--- src/rtl/div_sequencer_pkg.sv ---
`default_nettype none
// ============================================================================
//  Module      : div_pkg
//  Description : Shared types and constants for the integer divide sequencer.
//  Revision    : 1.0 - initial release
// ============================================================================
package div_pkg;

    // Iteration count for the default 32-bit datapath
    localparam int DIV_ITERS    = 32;

    // Bit of the Control Unit sign field that selects signed (DIV) mode
    localparam int SIGN_SEL_BIT = 1;

    // Sequencer states
    typedef enum logic [2:0] {
        IDLE = 3'd0,
        PREP = 3'd1,
        ITER = 3'd2,
        FIX  = 3'd3,
        DONE = 3'd4
    } div_state_t;

endpackage
`default_nettype wire

--- src/rtl/div_sequencer_if.sv ---
`default_nettype none
// ============================================================================
//  Module      : div_sequencer_if
//  Description : Request/result bundle between the Control Unit (master) and
//                the divide sequencer (slave).
//  Revision    : 1.0 - initial release
// ============================================================================
interface div_sequencer_if #(
    parameter int DATA_W = 32
);
    logic              start;
    logic [1:0]        sign;
    logic [DATA_W-1:0] dividend;
    logic [DATA_W-1:0] divisor;
    logic              flush;
    logic [DATA_W-1:0] hi_res;
    logic [DATA_W-1:0] lo_quo;
    logic              busy;
    logic              done;
    logic              dz_trap;

    modport master (
        output start, sign, dividend, divisor, flush,
        input  hi_res, lo_quo, busy, done, dz_trap
    );

    modport slave (
        input  start, sign, dividend, divisor, flush,
        output hi_res, lo_quo, busy, done, dz_trap
    );
endinterface
`default_nettype wire

--- src/rtl/div_sequencer_step.sv ---
`default_nettype none
// ============================================================================
//  Module      : div_step
//  Description : One combinational restoring shift-subtract step.
//  Revision    : 1.0 - initial release
// ============================================================================
module div_step #(
    parameter int DATA_W = 32
) (
    input  wire logic [DATA_W-1:0] rem,
    input  wire logic [DATA_W-1:0] quo,
    input  wire logic [DATA_W-1:0] dvs,
    output logic      [DATA_W-1:0] rem_nx,
    output logic      [DATA_W-1:0] quo_nx
);
    logic [DATA_W:0]   w_shift;
    logic [DATA_W+1:0] w_diff;
    logic              w_fits;

    // Shift {rem, quo} left by one; the partial remainder can briefly need
    // DATA_W+1 bits, and one extra guard bit on the subtract exposes the
    // borrow so the trial result's sign is unambiguous.
    always_comb begin
        w_shift = {rem, quo[DATA_W-1]};
        w_diff  = {1'b0, w_shift} - {2'b00, dvs};
        w_fits  = ~w_diff[DATA_W+1];
        rem_nx  = w_fits ? w_diff[DATA_W-1:0] : w_shift[DATA_W-1:0];
        quo_nx  = {quo[DATA_W-2:0], w_fits};
    end

endmodule
`default_nettype wire

--- src/rtl/div_sequencer.sv ---
`default_nettype none
// ============================================================================
//  Module      : div_sequencer
//  Description : Multi-cycle restoring divider for DIV/DIVU. Quotient goes to
//                LO, remainder to HI; provides busy stall, divide-by-zero
//                trap pulse and flush abort.
//                Optional feature macro: DIV_EARLY_OUT_EN (skip iterations
//                when |divisor| > |dividend|).
//  Revision    : 1.0 - initial release
// ============================================================================
module div_sequencer
    import div_pkg::*;
#(
    parameter int DATA_W = 32
) (
    input  wire logic         clk,
    input  wire logic         rst_n,
    div_sequencer_if.slave    bus
);
    localparam int c_CNT_W = $clog2(DATA_W + 1);

    div_state_t           r_state;
    div_state_t           w_next;
    logic [c_CNT_W-1:0]   r_cnt;
    logic [DATA_W-1:0]    r_a;
    logic [DATA_W-1:0]    r_b;
    logic [DATA_W-1:0]    r_rem;
    logic [DATA_W-1:0]    r_quo;
    logic [DATA_W-1:0]    r_dvs;
    logic [DATA_W-1:0]    r_hi;
    logic [DATA_W-1:0]    r_lo;
    logic                 r_signed;
    logic                 r_q_neg;
    logic                 r_r_neg;
    logic                 r_dz;

    logic                 w_neg_a;
    logic                 w_neg_b;
    logic [DATA_W-1:0]    w_mag_a;
    logic [DATA_W-1:0]    w_mag_b;
    logic [DATA_W-1:0]    w_rem_nx;
    logic [DATA_W-1:0]    w_quo_nx;
    logic                 w_early;

    // Operand magnitudes from the latched request; only negative in signed mode
    assign w_neg_a = r_signed & r_a[DATA_W-1];
    assign w_neg_b = r_signed & r_b[DATA_W-1];
    assign w_mag_a = w_neg_a ? (~r_a + 1'b1) : r_a;
    assign w_mag_b = w_neg_b ? (~r_b + 1'b1) : r_b;

`ifdef DIV_EARLY_OUT_EN
    // Quotient is trivially zero when the divisor outweighs the dividend
    assign w_early = (w_mag_b > w_mag_a);
`else
    assign w_early = 1'b0;
`endif

    div_step #(.DATA_W(DATA_W)) u_step (
        .rem    (r_rem),
        .quo    (r_quo),
        .dvs    (r_dvs),
        .rem_nx (w_rem_nx),
        .quo_nx (w_quo_nx)
    );

    // State register
    always_ff @(posedge clk or negedge rst_n) begin
        if (!rst_n) r_state <= IDLE;
        else        r_state <= w_next;
    end

    // Next-state logic; flush overrides every transition
    always_comb begin
        w_next = r_state;
        case (r_state)
            IDLE: if (bus.start) w_next = (bus.divisor == '0) ? DONE : PREP;
            PREP: w_next = w_early ? DONE : ITER;
            ITER: if (r_cnt == c_CNT_W'(DATA_W - 1)) w_next = FIX;
            FIX:  w_next = DONE;
            DONE: w_next = IDLE;
            default: w_next = IDLE;
        endcase
        if (bus.flush) w_next = IDLE;
    end

    // Datapath: operand capture, iteration, sign fix-up and HI/LO write-back
    always_ff @(posedge clk or negedge rst_n) begin
        if (!rst_n) begin
            r_cnt    <= '0;
            r_a      <= '0;
            r_b      <= '0;
            r_rem    <= '0;
            r_quo    <= '0;
            r_dvs    <= '0;
            r_hi     <= '0;
            r_lo     <= '0;
            r_signed <= 1'b0;
            r_q_neg  <= 1'b0;
            r_r_neg  <= 1'b0;
            r_dz     <= 1'b0;
        end else begin
            case (r_state)
                IDLE: begin
                    if (bus.start && !bus.flush) begin
                        r_a      <= bus.dividend;
                        r_b      <= bus.divisor;
                        r_signed <= bus.sign[SIGN_SEL_BIT];
                        r_dz     <= (bus.divisor == '0);
                    end
                end
                PREP: begin
                    r_rem   <= '0;
                    r_quo   <= w_mag_a;
                    r_dvs   <= w_mag_b;
                    r_q_neg <= w_neg_a ^ w_neg_b;
                    r_r_neg <= w_neg_a;
                    r_cnt   <= '0;
`ifdef DIV_EARLY_OUT_EN
                    if (w_next == DONE) begin
                        r_lo <= '0;
                        r_hi <= r_a;
                    end
`endif
                end
                ITER: begin
                    r_rem <= w_rem_nx;
                    r_quo <= w_quo_nx;
                    r_cnt <= r_cnt + 1'b1;
                end
                FIX: begin
                    // Gated on the DONE transition so a flush here leaves HI/LO intact
                    if (w_next == DONE) begin
                        r_lo <= r_q_neg ? (~r_quo + 1'b1) : r_quo;
                        r_hi <= r_r_neg ? (~r_rem + 1'b1) : r_rem;
                    end
                end
                default: ;
            endcase
        end
    end

    assign bus.busy    = (r_state == PREP) || (r_state == ITER) || (r_state == FIX);
    assign bus.done    = (r_state == DONE);
    assign bus.dz_trap = (r_state == DONE) && r_dz;
    assign bus.hi_res  = r_hi;
    assign bus.lo_quo  = r_lo;

endmodule
`default_nettype wire

--- src/flat_wrapper.sv ---
// flat-port wrapper written by rule: the top's interface ports become plain ports
module div_sequencer_flat import div_pkg::*;
#(
    parameter int DATA_W = 32
)
  (clk, rst_n, bus_start, bus_sign, bus_dividend, bus_divisor, bus_flush, bus_hi_res, bus_lo_quo, bus_busy, bus_done, bus_dz_trap);
  div_sequencer_if #(.DATA_W(DATA_W)) bus_i ();
  input  wire logic clk;
  input  wire logic rst_n;
  input wire logic [$bits(bus_i.start)-1:0] bus_start;
  input wire logic [$bits(bus_i.sign)-1:0] bus_sign;
  input wire logic [$bits(bus_i.dividend)-1:0] bus_dividend;
  input wire logic [$bits(bus_i.divisor)-1:0] bus_divisor;
  input wire logic [$bits(bus_i.flush)-1:0] bus_flush;
  output wire logic [$bits(bus_i.hi_res)-1:0] bus_hi_res;
  output wire logic [$bits(bus_i.lo_quo)-1:0] bus_lo_quo;
  output wire logic [$bits(bus_i.busy)-1:0] bus_busy;
  output wire logic [$bits(bus_i.done)-1:0] bus_done;
  output wire logic [$bits(bus_i.dz_trap)-1:0] bus_dz_trap;
  assign bus_i.start = bus_start;
  assign bus_i.sign = bus_sign;
  assign bus_i.dividend = bus_dividend;
  assign bus_i.divisor = bus_divisor;
  assign bus_i.flush = bus_flush;
  assign bus_hi_res = bus_i.hi_res;
  assign bus_lo_quo = bus_i.lo_quo;
  assign bus_busy = bus_i.busy;
  assign bus_done = bus_i.done;
  assign bus_dz_trap = bus_i.dz_trap;
  div_sequencer #(.DATA_W(DATA_W)) u_core (.clk(clk), .rst_n(rst_n), .bus(bus_i));
endmodule
--- config.mk ---
export PLATFORM = sky130hd
export DESIGN_NAME = div_sequencer_flat
export DESIGN_NICKNAME = d
export VERILOG_FILES = /design/src/rtl/div_sequencer_pkg.sv /design/src/rtl/div_sequencer_if.sv /design/src/rtl/div_sequencer_step.sv /design/src/rtl/div_sequencer.sv /design/src/flat_wrapper.sv
export SDC_FILE = /design/constraint.sdc
export NUM_CORES = 1
export LEC_CHECK = 0
export BUFFER_PORTS_ARGS = -buffer_cell sky130_fd_sc_hd__buf_2
export CORE_ASPECT_RATIO = 0.7
export CORE_UTILIZATION = 45
export CTS_BUF_LIST = sky130_fd_sc_hd__clkbuf_8
export DETAILED_ROUTE_END_ITERATION = 7
export PLACE_DENSITY = 0.74
export SYNTH_ARGS = -nofsm -noshare
export SYNTH_HDL_FRONTEND = slang
export SYNTH_SLANG_ARGS = --single-unit
export TNS_END_PERCENT = 10
--- constraint.sdc ---
create_clock -name clk -period 2.7 [get_ports clk]
set_input_delay 0.81 -clock clk [delete_from_list [all_inputs] [get_ports clk]]
set_output_delay 0.81 -clock clk [all_outputs]
set_load 0.03 [all_outputs]
======== Word-level counts from Yosys, hierarchy flattened ========
Cells that the tools add are included.
word-level totals
  register bits after elaboration ......... 237
  bits in latches ......................... 0
  memory bits (writable) .................. 0
  memory bits (read-only) ................. 0
  output and inout bits ................... 67
  memories kept ........................... 0
cells by class
  $add $sub $neg .......................... 6
  multiply operators ...................... 0
  divide/modulo/power cells ............... 0
  order comparisons ....................... 0
  equality and inequality tests ........... 6
  shift operators ......................... 0
  multiplexer cells ....................... 13
  bitwise logic cells ..................... 8
  reduce and logical (&&, ||, !) cells .... 10
operator list
  operator               count
  $mux 32                5
  $add 32x1->32 const B  4
  $not 32->32            4
  $pmux 32 s2            2
  $sub 33x32->34         1
  $logic_not 32->1       1
  $mux 3                 4
  $pmux 3 s4             1
  $pmux 6 s2             1
  $add 6x1->6 const B    1
  $eq 3x2->1 const B     2
  $eq 3x3->1 const B     2
  $eq 6x5->1 const B     1
  $reduce_and 2->1       2
  $eq 3x1->1 const B     1
  $logic_not 3->1        1
  $and 1x1->1            2
  $logic_and 1x1->1      2
  $logic_or 1x1->1       2
  $reduce_bool 2->1      1
  $logic_not 1->1        1
  $not 1->1              1
  $xor 1x1->1            1

======== Longest topological paths before layout ========
  depth after elaboration ................. 7
  mapped depth ............................ 12
  gate-level depth less buffers ........... 11

======== By module ========
A second synthesis with hierarchy kept.
unflattened totals
  cells, all modules ...................... 1,543
  area, all modules ....................... 14,307.5 µm²
by module, submodules not included
  module         times used  cells each  area each (µm²)
  div_sequencer  1           1,138       11,637.4
  div_step       1           405         2,670.1

======== Worst setup path after synthesis ========
Ideal clock, no wire load.
  kind .................................... register -> register
  start ................................... register u_core.r_rem[11]
  end ..................................... register u_core.r_rem[3]
  library setup time ...................... 0.132 ns
  data arrival time ....................... 2.644 ns
  data required time ...................... 2.568 ns
  path slack .............................. -0.076 ns
  cell stages (with the launch flop) ...... 12
  buffers on the path ..................... 2
  period minus slack after synthesis ...... 2.776 ns
  cells stage by stage .................... dfrtp_1 -> ha_1 -> clkbuf_1 -> and3_1 -> and2_1 -> o211ai_1 -> a21oi_1 -> a21oi_1 -> a21oi_1 -> buf_2 -> mux2i_1 -> o21ai_1
on the way
  longest elaborated chain between the ends .. 3
ends and longest elaborated chain
  item                    RTL line                  text
  from (decl)             div_sequencer.sv:27       logic [DATA_W-1:0] r_rem;
  from (signal assigned)  div_sequencer.sv:126      r_rem <= w_rem_nx;
  $sub 33x32->34          div_sequencer_step.sv:25  w_diff = {1'b0, w_shift} - {2'b00, dvs};
  $mux 32                 div_sequencer_step.sv:27  rem_nx = w_fits ? w_diff[DATA_W-1:0] : w_shift[DATA_W-1:0];
  $pmux 32 s2             div_sequencer.sv:102      case (r_state)
No other way between the ends.
A chain may end at the register's enable or synchronous reset.

======== Final worst setup path ========
  start ................................... register u_core.r_rem[25]
  end ..................................... register u_core.r_rem[26]
on the way
  longest elaborated chain between the ends .. 3
ends and longest elaborated chain
  item            RTL line
  $sub 33x32->34  div_sequencer_step.sv:25
  $mux 32 *       div_sequencer_step.sv:27
  $pmux 32 s2 *   div_sequencer.sv:102
Every way passes the cells marked *; elsewhere a longest branch is shown, timed or not.

==> run metrics <==
status finished with violations; violated checks setup timing; Filler cells 2569; critical path's top delay family compound AO/OA/AOI/OAI gates; unique cell type count in the Yosys netlist 63; Worst Tran Pin Value 945.2 ps; pwr dens 1339 mW/mm^2; worst path required time 3200 ps; Syn Std Cell Area 0.01357 mm^2; GRT Resource Usage Total 24.23%; RSZ-0062 raised after global routing true; worst hold path type in2async; Row Count 52; CTS tree yes; vias per inst 5.627; Reg2Reg Capture Point u_core.r_rem[26]$_DFFE_PN0P_; crit-path cells ha_4, a21o_1, a21oi_2, nor2b_2, o31ai_2, buf_4, nor4b_4, buf_4, buf_4, buf_4, a2111oi_0, mux2i_1, nand2_1; fin nets 1770; clock root cell clkbuf_8; max-slew violations 0; I/O Buffers 135; TNS Setup -5.309 ps; Stages on worst setup path 13; Max transition margin 36.99%; Worst path slowest cell a2111oi_0; Setup crit end kind register; Tcrit/Tclk final 100.2%; syn nets 1551; CP arrival 3200 ps; largest net degree at the start of global routing 106; Multi-input gate area 0.007490 mm^2; critical path's most frequent cell buf_4; # diodes 0; Worst-path clk slew 60 ps; ANT nets after route 0; Non-Filler Instances 2063; CP Class reg2reg; max incr delay on CP 510 ps; vias in the first global route 10810; FF-to-FF path depth 13; Placer Congestion 0.9282; Initial Utilization 46.36%; Area Overhead vs Synth 22.32%; crit-path max FO 3; Chip Width 209.6 um; Post-Synthesis Mean Instance Area 9.407 um^2; Startpoint Class register; WL/cell 18.42 um; post-route cell area 0.01660 mm^2; Fin Clk Skew 29.44 ps; final-report setup violation count 1; final worst hold slack 216.1 ps; Cells after Synth 1443; ys async rst share 100.0%; WL final 38000 um; Top FF cell, synth dfrtp_1; peak supply drop 491.0 uV; Die Y 147.3 um; router iterations before antenna repair 6; Synthesis Warnings 0; Worst-Skew Late Latency 570 ps; Synth top area share 43.69%; Synth Register Bits 237; Yosys top cell by area dfrtp_1; # H-tree levels 2; Pleak 7.342 nW; initial antenna violation count 3; I/O pin cnt 137; global-route wire length before repair 59080 um; Max-cap violations 0; total gr overflow 0; Inserted Clock Buffers 39; FMAX 369.6 MHz; flop2flop setup slack -5 ps; RR Startpoint u_core.r_rem[25]$_DFFE_PN0P_; Placed Instances 1987; Vias 11610; CP bufs+invs 4; Placed Area 0.01539 mm^2; Core Region 0.02928 mm^2; shortest period the worst path allows 2705 ps; drt drc 0; Seq/Total Area, Yosys 43.69%; layout cells sized above 1 26.94%; number of DRC markers in iteration 0 1045; Synth area leaders dfrtp_1, xor2_1, mux2_2, a21oi_1, o21ai_0; Final Hold Viols 0; Post-synth EDFFs 0; HPWL after detailed placement 28090 um; Reg area 0.005938 mm^2; DIE AREA 0.03087 mm^2; Setup WS post-layout -5.309 ps; hold_buf cts 0; Clock Tree Buf Depth 3; Clock Sinks 237
## Yosys cell counts (all sizes together), types with 2 or more instances
| master | count |
|---|---|
| clkbuf | 67 |
| o31ai | 27 |
| a32oi | 7 |
| a311oi | 2 |
| a21oi | 137 |
| nand3 | 20 |
| or2 | 4 |
| nand3b | 2 |
| and3 | 5 |
| a22oi | 22 |
| a21o | 14 |
| a22o | 11 |
| a21boi | 2 |
| nor2b | 6 |
| o21a | 10 |
| mux2 | 69 |
| o211ai | 10 |
| buf | 11 |
| nand2b | 9 |
| mux2i | 22 |
| o41ai | 17 |
| or3 | 15 |
| or3b | 2 |
| a31oi | 11 |
| nor2 | 112 |
| or4 | 13 |
| nor3 | 24 |
| nand4 | 12 |
| o21ai | 133 |
| nand2 | 124 |
| nor4 | 28 |
| inv | 51 |
| a221o | 3 |
| nor3b | 5 |
| and2 | 6 |
| xnor2 | 38 |
| a211oi | 7 |
| dfrtp | 237 |
| xor2 | 98 |
| ha | 37 |
## layout make-up
cell class / count / share of cell area [%]
multi-input cells: 1077 / 45.11
flip-flops and latches: 237 / 35.76
repair buffers: 256 / 10.51
clock buffers: 45 / 3.730
well taps: 378 / 2.849
inverters: 51 / 1.153
clock inverters: 19 / 0.8817
## cell usage in the layout, fill, tap and decap left out, types with 38 or more instances in the layout
cell type	n
buf_4	109
clkbuf_8	45
xnor2_1	38
buf_2	134
mux2_2	69
xor2_1	98
nand2_1	122
dfrtp_1	231
nor2_1	109
o21ai_0	108
a21oi_1	128
inv_1	60
## routing by layer
metal  vias up  GRT usage [%]  share of wire (%)
met5         -              0              0.089
met4         6          4.745                1.2
met3        44          5.259                7.5
met2       356          30.22                 38
met1      5577          41.04                 53
li1       5626              -                  -
## power by group
part | switching, mW | leakage (nW) | total, mW | internal [mW]
logic | 7.05 | 4.03 | 12.5 | 5.43
clock network | 1.50 | 0.436 | 3.22 | 1.72
registers | 1.57 | 2.88 | 6.52 | 4.96
## kinds of logic (layout without fill, tap and decap cells)
| logic type | Yosys count | count (layout) | share of synthesized area [%] |
|---|---|---|---|
| compound gates | 423 | 423 | 18.84 |
| xor+xnor | 136 | 136 | 8.775 |
| fa+ha+maj | 38 | 38 | 3.558 |
| buf+inv | 129 | 371 | 3.586 |
| flops | 237 | 237 | 43.69 |
| mux | 91 | 91 | 7.346 |
| simple gates | 389 | 389 | 14.20 |
## stage by stage
| step | power, mW | utilization, % | worst slack [ps] |
|---|---|---|---|
| after global routing | 23.72 | 56.71 | -131.8 |
| after floorplan | 13.88 | - | 20.82 |
| after detailed placement | 17.95 | 52.57 | -62.62 |
| after global placement | 17.63 | 52.57 | -21.20 |
| final | 22.22 | 56.71 | -5.309 |
| after CTS | 21.26 | 55.27 | -33.48 |
## how the worst max path moves through the flow
stage                                   endpoint                          from  slack [ps]
floorplan           u_core.r_rem[20]$_DFFE_PN0P_  u_core.r_rem[25]$_DFFE_PN0P_          20
global placement    u_core.r_rem[27]$_DFFE_PN0P_  u_core.r_rem[25]$_DFFE_PN0P_         -20
detailed placement  u_core.r_dvs[29]$_DFFE_PN0P_     u_core.r_b[4]$_DFFE_PN0P_         -60
CTS                 u_core.r_dvs[29]$_DFFE_PN0P_     u_core.r_b[4]$_DFFE_PN0P_         -30
global route        u_core.r_rem[26]$_DFFE_PN0P_  u_core.r_rem[25]$_DFFE_PN0P_        -130
finish              u_core.r_rem[26]$_DFFE_PN0P_  u_core.r_rem[25]$_DFFE_PN0P_          -5
## flip-flops by register name (all words and copies together) (netlist names), 3 cells and up
register / count
u_core.r_b: 32
u_core.r_dvs: 32
u_core.bus.hi_res: 32
u_core.r_cnt: 6
u_core.r_a: 32
u_core.r_state: 3
u_core.r_quo: 32
u_core.bus.lo_quo: 32
u_core.r_rem: 32
## timing repair
action	CTS	global route
resized for setup	6	62
buffers inserted	0	10
pin swaps	0	16
endpoints found under the setup margin	21	52
gates cloned	0	2
Note: power is estimated with default switching activity, not from simulation.
